--- src/rtl/capp_sequencer.sv ---
// Instruction sequencer for the content-addressable parallel processor array:
// owns comparand/mask and turns each accepted command into timed control strobes.
//
// state | meaning
// IDLE  | waiting for a command, cmd_ready high
// SRCH  | perform_search asserted, search timer counting down
// TSET  | tag_set asserted, match lines loaded into tags
// EXEC  | one-cycle strobe for SELECT_FIRST / READ / WRITE / CLEAR
// RESP  | response held on rsp_* until rsp_ready
module capp_sequencer #(
   parameter int W             = 32,
   parameter int SEARCH_CYCLES = 2
) (
   input  logic         CLK,
   input  logic         RST,
   input  logic         cmd_valid,
   output logic         cmd_ready,
   input  logic [2:0]   cmd_op,
   input  logic [W-1:0] cmd_data,
   output logic [W-1:0] comparand,
   output logic [W-1:0] mask,
   output logic         perform_search,
   output logic         tag_set,
   output logic         tag_clear,
   output logic         select_first,
   output logic         read_en,
   output logic         write_en,
   input  logic [W-1:0] read_lines,
   input  logic         any_match,
   output logic         rsp_valid,
   input  logic         rsp_ready,
   output logic [W-1:0] rsp_data,
   output logic         rsp_match
);

   typedef enum logic [2:0] {IDLE, SRCH, TSET, EXEC, RESP} state_t;

   localparam logic [2:0] OP_NOP       = 3'd0;
   localparam logic [2:0] OP_LOAD_CMP  = 3'd1;
   localparam logic [2:0] OP_LOAD_MASK = 3'd2;
   localparam logic [2:0] OP_SEARCH    = 3'd3;
   localparam logic [2:0] OP_SELECT    = 3'd4;
   localparam logic [2:0] OP_READ      = 3'd5;
   localparam logic [2:0] OP_WRITE     = 3'd6;
   localparam logic [2:0] OP_CLEAR     = 3'd7;

   localparam logic [3:0] SRCH_TC_LOAD = 4'(SEARCH_CYCLES - 1);

   state_t       state_q, state_d;
   logic [2:0]   op_q, op_d;
   logic [3:0]   cnt_q, cnt_d;
   logic [W-1:0] comparand_q, comparand_d;
   logic [W-1:0] mask_q, mask_d;
   logic [W-1:0] rsp_data_q, rsp_data_d;
   logic         rsp_match_q, rsp_match_d;
   logic [5:0]   strb_q, strb_d;

   assign cmd_ready = (state_q == IDLE) && !RST;
   assign rsp_valid = (state_q == RESP);
   assign comparand = comparand_q;
   assign mask      = mask_q;
   assign rsp_data  = rsp_data_q;
   assign rsp_match = rsp_match_q;
   assign {perform_search, tag_set, tag_clear, select_first, read_en, write_en} = strb_q;

   always_ff @(posedge CLK or posedge RST) begin
      if (RST) begin
         state_q     <= IDLE;
         op_q        <= OP_NOP;
         cnt_q       <= '0;
         comparand_q <= '0;
         mask_q      <= '0;
         rsp_data_q  <= '0;
         rsp_match_q <= 1'b0;
         strb_q      <= '0;
      end else begin
         state_q     <= state_d;
         op_q        <= op_d;
         cnt_q       <= cnt_d;
         comparand_q <= comparand_d;
         mask_q      <= mask_d;
         rsp_data_q  <= rsp_data_d;
         rsp_match_q <= rsp_match_d;
         strb_q      <= strb_d;
      end
   end

   always_comb begin
      state_d     = state_q;
      op_d        = op_q;
      cnt_d       = cnt_q;
      comparand_d = comparand_q;
      mask_d      = mask_q;
      rsp_data_d  = rsp_data_q;
      rsp_match_d = rsp_match_q;
      strb_d      = '0;

      case (state_q)
         IDLE: begin
            if (cmd_valid && cmd_ready) begin
               op_d = cmd_op;
               case (cmd_op)
                  OP_LOAD_CMP: begin
                     comparand_d = cmd_data;
                     state_d     = RESP;
                  end
                  OP_LOAD_MASK: begin
                     mask_d  = cmd_data;
                     state_d = RESP;
                  end
                  OP_SEARCH: begin
                     cnt_d   = SRCH_TC_LOAD;
                     state_d = SRCH;
                  end
                  OP_SELECT, OP_READ, OP_WRITE, OP_CLEAR: state_d = EXEC;
                  default: state_d = RESP;
               endcase
            end
         end
         SRCH: begin
            if (cnt_q == 4'd0) state_d = TSET;
            else               cnt_d   = cnt_q - 4'd1;
         end
         TSET:    state_d = RESP;
         EXEC:    state_d = RESP;
         RESP:    if (rsp_ready) state_d = IDLE;
         default: state_d = IDLE;
      endcase

      // Response is captured once on entry so it stays stable under backpressure.
      if (state_d == RESP && state_q != RESP) begin
         rsp_match_d = any_match;
         rsp_data_d  = (op_d == OP_READ) ? read_lines : '0;
      end

      strb_d[5] = (state_d == SRCH);
      strb_d[4] = (state_d == TSET);
      strb_d[3] = (state_d == EXEC) && (op_d == OP_CLEAR);
      strb_d[2] = (state_d == EXEC) && (op_d == OP_SELECT);
      strb_d[1] = (state_d == EXEC) && (op_d == OP_READ);
      strb_d[0] = (state_d == EXEC) && (op_d == OP_WRITE);
   end

endmodule

--- config.mk ---
export PLATFORM = sky130hd
export DESIGN_NAME = capp_sequencer
export DESIGN_NICKNAME = d
export VERILOG_FILES = /design/src/rtl/capp_sequencer.sv
export SDC_FILE = /design/constraint.sdc
export NUM_CORES = 1
export LEC_CHECK = 0
export CAP_MARGIN = 10
export CORE_MARGIN = 4
export CORE_UTILIZATION = 46
export CTS_CLUSTER_DIAMETER = 40
export DETAILED_ROUTE_END_ITERATION = 10
export GPL_TIMING_DRIVEN = 0
export PLACE_DENSITY = 0.86
export SYNTH_ARGS = -nofsm -noshare
export SYNTH_HDL_FRONTEND = slang
export SYNTH_SLANG_ARGS = --single-unit
--- constraint.sdc ---
create_clock -name CLK -period 11.2 [get_ports CLK]
set_input_delay 3.36 -clock CLK [delete_from_list [all_inputs] [get_ports CLK]]
set_output_delay 3.36 -clock CLK [all_outputs]
set_load 0.005 [all_outputs]
==> flow_summary.ini, run 1 <==
[logic_synthesis]
yosysWarnings = 0
syn_nets = 356
synthArstFlopShare_pct = 100
synth-seq-cells = 113
synth_ff_type = dfrtp_1
syn_area_per_cell_um2 = 15.4
seq_area_frac_synth_pct = 65.1
syn_area_um2 = 4340
synth_edf_count = 0
synthDistinctLibCells = 36
syn_inst = 282

[worst_setup_path]
r2r_start = state_q[0]
crit_path_end_kind = output port
crit_fanout = 3
worstSetupPathType = primary input to output port
cp.required_ns = 7.84
arrival_ns = 4.52
crit-reg2reg-capture = comparand[16]
rr_worst_depth = 5
rrSetupSlack_ns = 9.14
start_kind = primary input

[place]
routabilityCongestion = 0.811
dp_hpwl_um = 7840
portBuffers = 176
dp.cells = 570

[timing]
finalSetupTns_ns = 0
post-route-period-util_pct = 70.4
finalHoldViolations = 0
skew_ns = 0.00870
max_freq_ghz = 0.127
hold_slack_ns = 0.488
period_needed_ns = 7.88
slew_headroom_pct = 62.8
drv_slew = 0
rsz0062_at_grt = no
worst_pin_slew_ns = 0.557
setup_violations = 0

[global_route]
grt_pass1_wl_um = 17900
grt_max_degree = 75
grt_pass1_vias = 3525
gr-total-overflow = 0
antenna_found_initial = 0
grtUsageTotal_pct = 20.5

[routing]
drc_errors = 0
wl_per_cell_um = 18.0
num_vias = 3100
drtIter0Drc = 104
vias_per_cell = 5.16
wl_um = 10800
drtPass1Iterations = 4
postRouteAntennaNets = 0

[clocking]
ctsHoldBuffers = 0
ctsLongestPathBuffers = 2
root_buffer = clkbuf_8
cts_sinks = 113
cts-buffers-inserted = 17
cts_setup_buffers = 0
cts-resized-gates = 0
cts.clk_slew.worst_paths_ns = 0.05
cts_tree = yes
clk_latency_ns = 0.48
h-tree-depth = 4

[finish]
areaGrowthSynthToFinish_pct = 58.3
regArea_um2 = 2830
final_layout_size_suffix_gt1_share_pct = 23.3
antennaDiodeCount = 0
nets = 552
multi_input_area_um2 = 1390
finish.utilization_pct = 74.7
instances_no_fill = 601
nFillCells = 598

[floorplanning]
core-area_um2 = 9200
pin_count = 177
initial_core_util_pct = 47.2
fp.dieH_um = 105
row_count = 35
die_x_um = 105
die-area_um2 = 11100

[power_and_ir_drop]
power.density_nw_per_um2 = 265
power.leakage_nw = 3.05
ir_drop_mv = 0.131

[flow_run]
cap_violations = 0

[worst_hold_path]
worstHoldEndpoint = comparand[18]
hold_depth = 1
hold_path_startpoint = comparand[18]
hold_class = flip-flop to flip-flop

[run_status]
outcome = finished clean
-- registers in the layout, summed over array words and instances, names as in the netlist --
register / count
rsp_data: 32
op_q: 3
rsp_match: 1
state_q: 3
cnt_q: 4
comparand: 32
strb_q: 6
mask: 32
-- cell usage after synthesis, types with 3 or more instances --
cell | count | area share [%]
mux2_2 | 63 | 16
nor3_1 | 3 | 0.35
mux2_1 | 4 | 1.0
buf_2 | 4 | 0.46
a22o_1 | 32 | 6.5
o21ai_0 | 3 | 0.35
clkbuf_1 | 3 | 0.26
nor2_1 | 9 | 0.78
nand2_1 | 5 | 0.43
buf_6 | 6 | 1.6
dfrtp_1 | 113 | 65
inv_1 | 6 | 0.52
-- stage by stage --
stage / power [mW] / cell area (um2) / setup WS, ns
2_1_floorplan: 0.895 / 4340 / 4.37
3_3_place_gp: 1.27 / 6240 / 3.12
3_5_place_dp: 1.30 / 6270 / 3.30
4_1_cts: 1.85 / 6870 / 3.30
5_1_grt: 1.93 / 6870 / 3.24
6_report: 1.82 / 6870 / 3.32
-- cells in the final DEF (no fill, tap or decap), types with 2 or more instances in the layout --
cell type / n
buf_2: 4
nand4_1: 2
clkbuf_16: 16
nand3_1: 2
clkdlybuf4s50_1: 176
a22o_1: 32
nor3_4: 2
bufinv_16: 3
nor2_1: 9
o31ai_1: 2
buf_6: 6
clkinvlp_4: 2
mux2_1: 4
clkinv_2: 3
inv_1: 5
nor3_1: 3
dfrtp_1: 113
nand2_1: 5
o21ai_0: 3
clkbuf_8: 5
mux2_2: 63
ha_1: 2
a21oi_1: 2
nand2b_1: 2
clkbuf_1: 4
-- final cells by class --
| cell class | count | share of cell area [%] |
|---|---|---|
| buffer | 13 | 1.44 |
| clock buffer | 22 | 6.88 |
| clock inverter | 9 | 1.87 |
| inverter | 6 | 0.364 |
| multi-input combinational | 150 | 20.3 |
| sequential | 113 | 41.1 |
| tap | 111 | 2.02 |
| timing repair buffer | 177 | 26.0 |
-- metal layers --
| metal | routed length [um] | vias to the layer above | GRT usage, % | share of wire (%) |
|---|---|---|---|---|
| li1 | - | 1420 | - | - |
| met1 | 4440 | 1537 | 24.3 | 41 |
| met2 | 5330 | 127 | 33.9 | 49 |
| met3 | 848 | 16 | 7.84 | 7.9 |
| met4 | 172 | 0 | 7.87 | 1.6 |
| met5 | 0 | - | 0 | 0 |
-- worst max-delay path by stage --
stage,end,cells past startpoint,slack [ns],start
3_5_place_dp,cmd_ready,3,3.30,RST
3_3_place_gp,cnt_q[1],5,3.12,RST
6_report,cmd_ready,3,3.32,RST
5_1_grt,cmd_ready,3,3.24,RST
4_1_cts,cmd_ready,3,3.30,RST
2_1_floorplan,cmd_ready,1,4.37,RST
-- where the power goes --
part	total, mW	internal, mW	switching (mW)
Sequential	0.673	0.573	0.100
Combinational	0.615	0.413	0.203
Clock	0.537	0.361	0.176
Total	1.82	1.35	0.479
-- cell families (layout without fill, tap and decap cells) --
family | after synthesis | after routing | synth area share [%]
AO/OA/AOI/OAI | 47 | 47 | 9.08
flip-flops | 113 | 113 | 65.1
multiplexers | 67 | 67 | 17.4
adder cells (fa/ha/maj) | 2 | 2 | 0.576
AND/OR/NAND/NOR | 34 | 34 | 5.04
buffers and inverters | 19 | 227 | 2.80
-- worst max-delay path: stages --
cell and delay [ns]:
clkdlybuf4s50_1 0.51, nor2_1 0.14, clkdlybuf4s50_1 0.51
(Power assumes the default switching activity.)
==> run 2, diff against run 1 <==
Settings changed: CORE_UTILIZATION 46 to 43, PLACE_DENSITY 0.86 to 0.81.
Clock period 11.2 ns to 8.2 ns, I/O delays scaled along.
==> flow_summary.ini, run 2 (synthesis gave the netlist of run 1 again) <==
[clocking]
cts_setup_buffers = 0
ctsLongestPathBuffers = 2
cts_tree = yes
cts-buffers-inserted = 17
ctsHoldBuffers = 0
cts_sinks = 113
root_buffer = clkbuf_8
cts-resized-gates = 0
h-tree-depth = 4
cts.clk_slew.worst_paths_ns = 0.05
clk_latency_ns = 0.51

[power_and_ir_drop]
comb_power_share_pct = 34.5
switchingPower_uw = 664
power.leakage_nw = 3.02
p_total_mw = 2.44
power.density_nw_per_um2 = 356
clkPwrFrac_pct = 28.0
seq_power_share_pct = 37.5
p_int_mw = 1.78
swShare_pct = 27.2
ir_drop_mv = 0.163

[timing]
post-route-period-util_pct = 74.1
worst_pin_slew_ns = 0.835
finalHoldViolations = 0
max_freq_ghz = 0.165
finalSetupTns_ns = 0
drv_slew = 0
rsz0062_at_grt = no
slew_headroom_pct = 44.3
setup_violations = 0
period_needed_ns = 6.08
skew_ns = 0.00897

[routing]
wl_um = 10800
wl_per_cell_um = 17.3
drc_errors = 0
postRouteAntennaNets = 0
num_vias = 3082
vias_per_cell = 4.94
drtPass1Iterations = 4
drtIter0Drc = 128

[worst_setup_path]
endpoint = cmd_ready
worstSetupPathType = primary input to output port
crit_fanout = 3
arrival_ns = 3.62
start_kind = primary input
rr_worst_depth = 5
r2r_start = state_q[1]
rrSetupSlack_ns = 6.12
crit-reg2reg-capture = mask[17]
crit_start = RST
cp.required_ns = 5.74
crit_path_end_kind = output port

[floorplanning]
die-area_um2 = 11800
core-area_um2 = 9820
pin_count = 177
initial_core_util_pct = 44.2
fp.dieH_um = 108
die_x_um = 108
row_count = 36

[global_route]
grt_pass1_vias = 3411
grtUsageTotal_pct = 19.2
grt_pass1_wl_um = 17300
antenna_found_initial = 0
gr-total-overflow = 0
grt_max_degree = 69

[flow_run]
cap_violations = 0

[place]
routabilityCongestion = 0.765
portBuffers = 176
dp_hpwl_um = 7890

[finish]
layout_commonest_cell = clkdlybuf4s50_1
areaGrowthSynthToFinish_pct = 58.0
final_layout_size_suffix_gt1_share_pct = 23.2
nFillCells = 716
nets = 552
final_cell_mix = clkdlybuf4s50_1, dfrtp_1, mux2_2
antennaDiodeCount = 0

[worst_hold_path]
hold_class = flip-flop to flip-flop
hold_path_startpoint = op_q[2]

[run_status]
outcome = finished clean
-- run 2: changes by cell type in the layout (fill, tap and decap cells not counted), sizes merged --
cell,before,now
clkinv,3,7
clkbuf,25,22
clkinvlp,2,4
bufinv,3,2
inv,7,6
-- run 2: layer usage --
metal  up-vias  GRT usage (%)  routed length (um)
li1       1416              -                   -
met1      1508           22.9                4300
met2       148           30.2                5170
met3        10           9.25                1200
met4         0           7.03                 127
met5         -              0                   0
-- run 2: worst min-delay path by stage --
stage | to | slack (ns) | cells after the start
6_report | op_q[2] | 0.49 | 2
3_5_place_dp | op_q[2] | 0.47 | 2
5_1_grt | op_q[2] | 0.51 | 2
3_3_place_gp | mask[29] | 0.47 | 1
4_1_cts | op_q[2] | 0.49 | 2
2_1_floorplan | op_q[2] | 0.45 | 2
-- run 2: critical path, stage by stage --
cell and delay (ns):
clkdlybuf4s50_1 0.51, nor2_1 0.14, clkdlybuf4s50_1 0.50
-- run 2: layout make-up --
type	count	area, um2	share of cell area (%)
flip-flops and latches	113	2830	41.2
repair buffers	177	1790	26.1
multi-input cells	150	1390	20.3
clock buffers	19	422	6.15
well taps	133	166	2.43
clock inverters	13	140	2.04
plain buffers	13	98.8	1.44
inverters	6	25.0	0.365
-- run 2: power by group through the flow --
stage	Combinational, mW	Sequential, mW	Clock [mW]
after global routing	0.909	0.947	0.726
after CTS	0.855	0.916	0.700
final	0.841	0.915	0.684
after floorplan	0.303	0.920	0
after global placement	0.825	0.911	0
after detailed placement	0.852	0.919	0
-- run 2: stage by stage --
| stage | hold WS (ns) | util, % | setup WS [ns] | cell area (um2) | instances |
|---|---|---|---|---|---|
| floorplan | 0.447 | - | 2.44 | 4340 | 282 |
| global placement | 0.467 | 63.9 | 0.971 | 6270 | 591 |
| detailed placement | 0.471 | 64.2 | 2.12 | 6300 | 592 |
| CTS | 0.491 | 69.9 | 2.12 | 6860 | 624 |
| global route | 0.511 | 69.9 | 2.08 | 6860 | 624 |
| finish | 0.488 | 69.9 | 2.12 | 6860 | 624 |
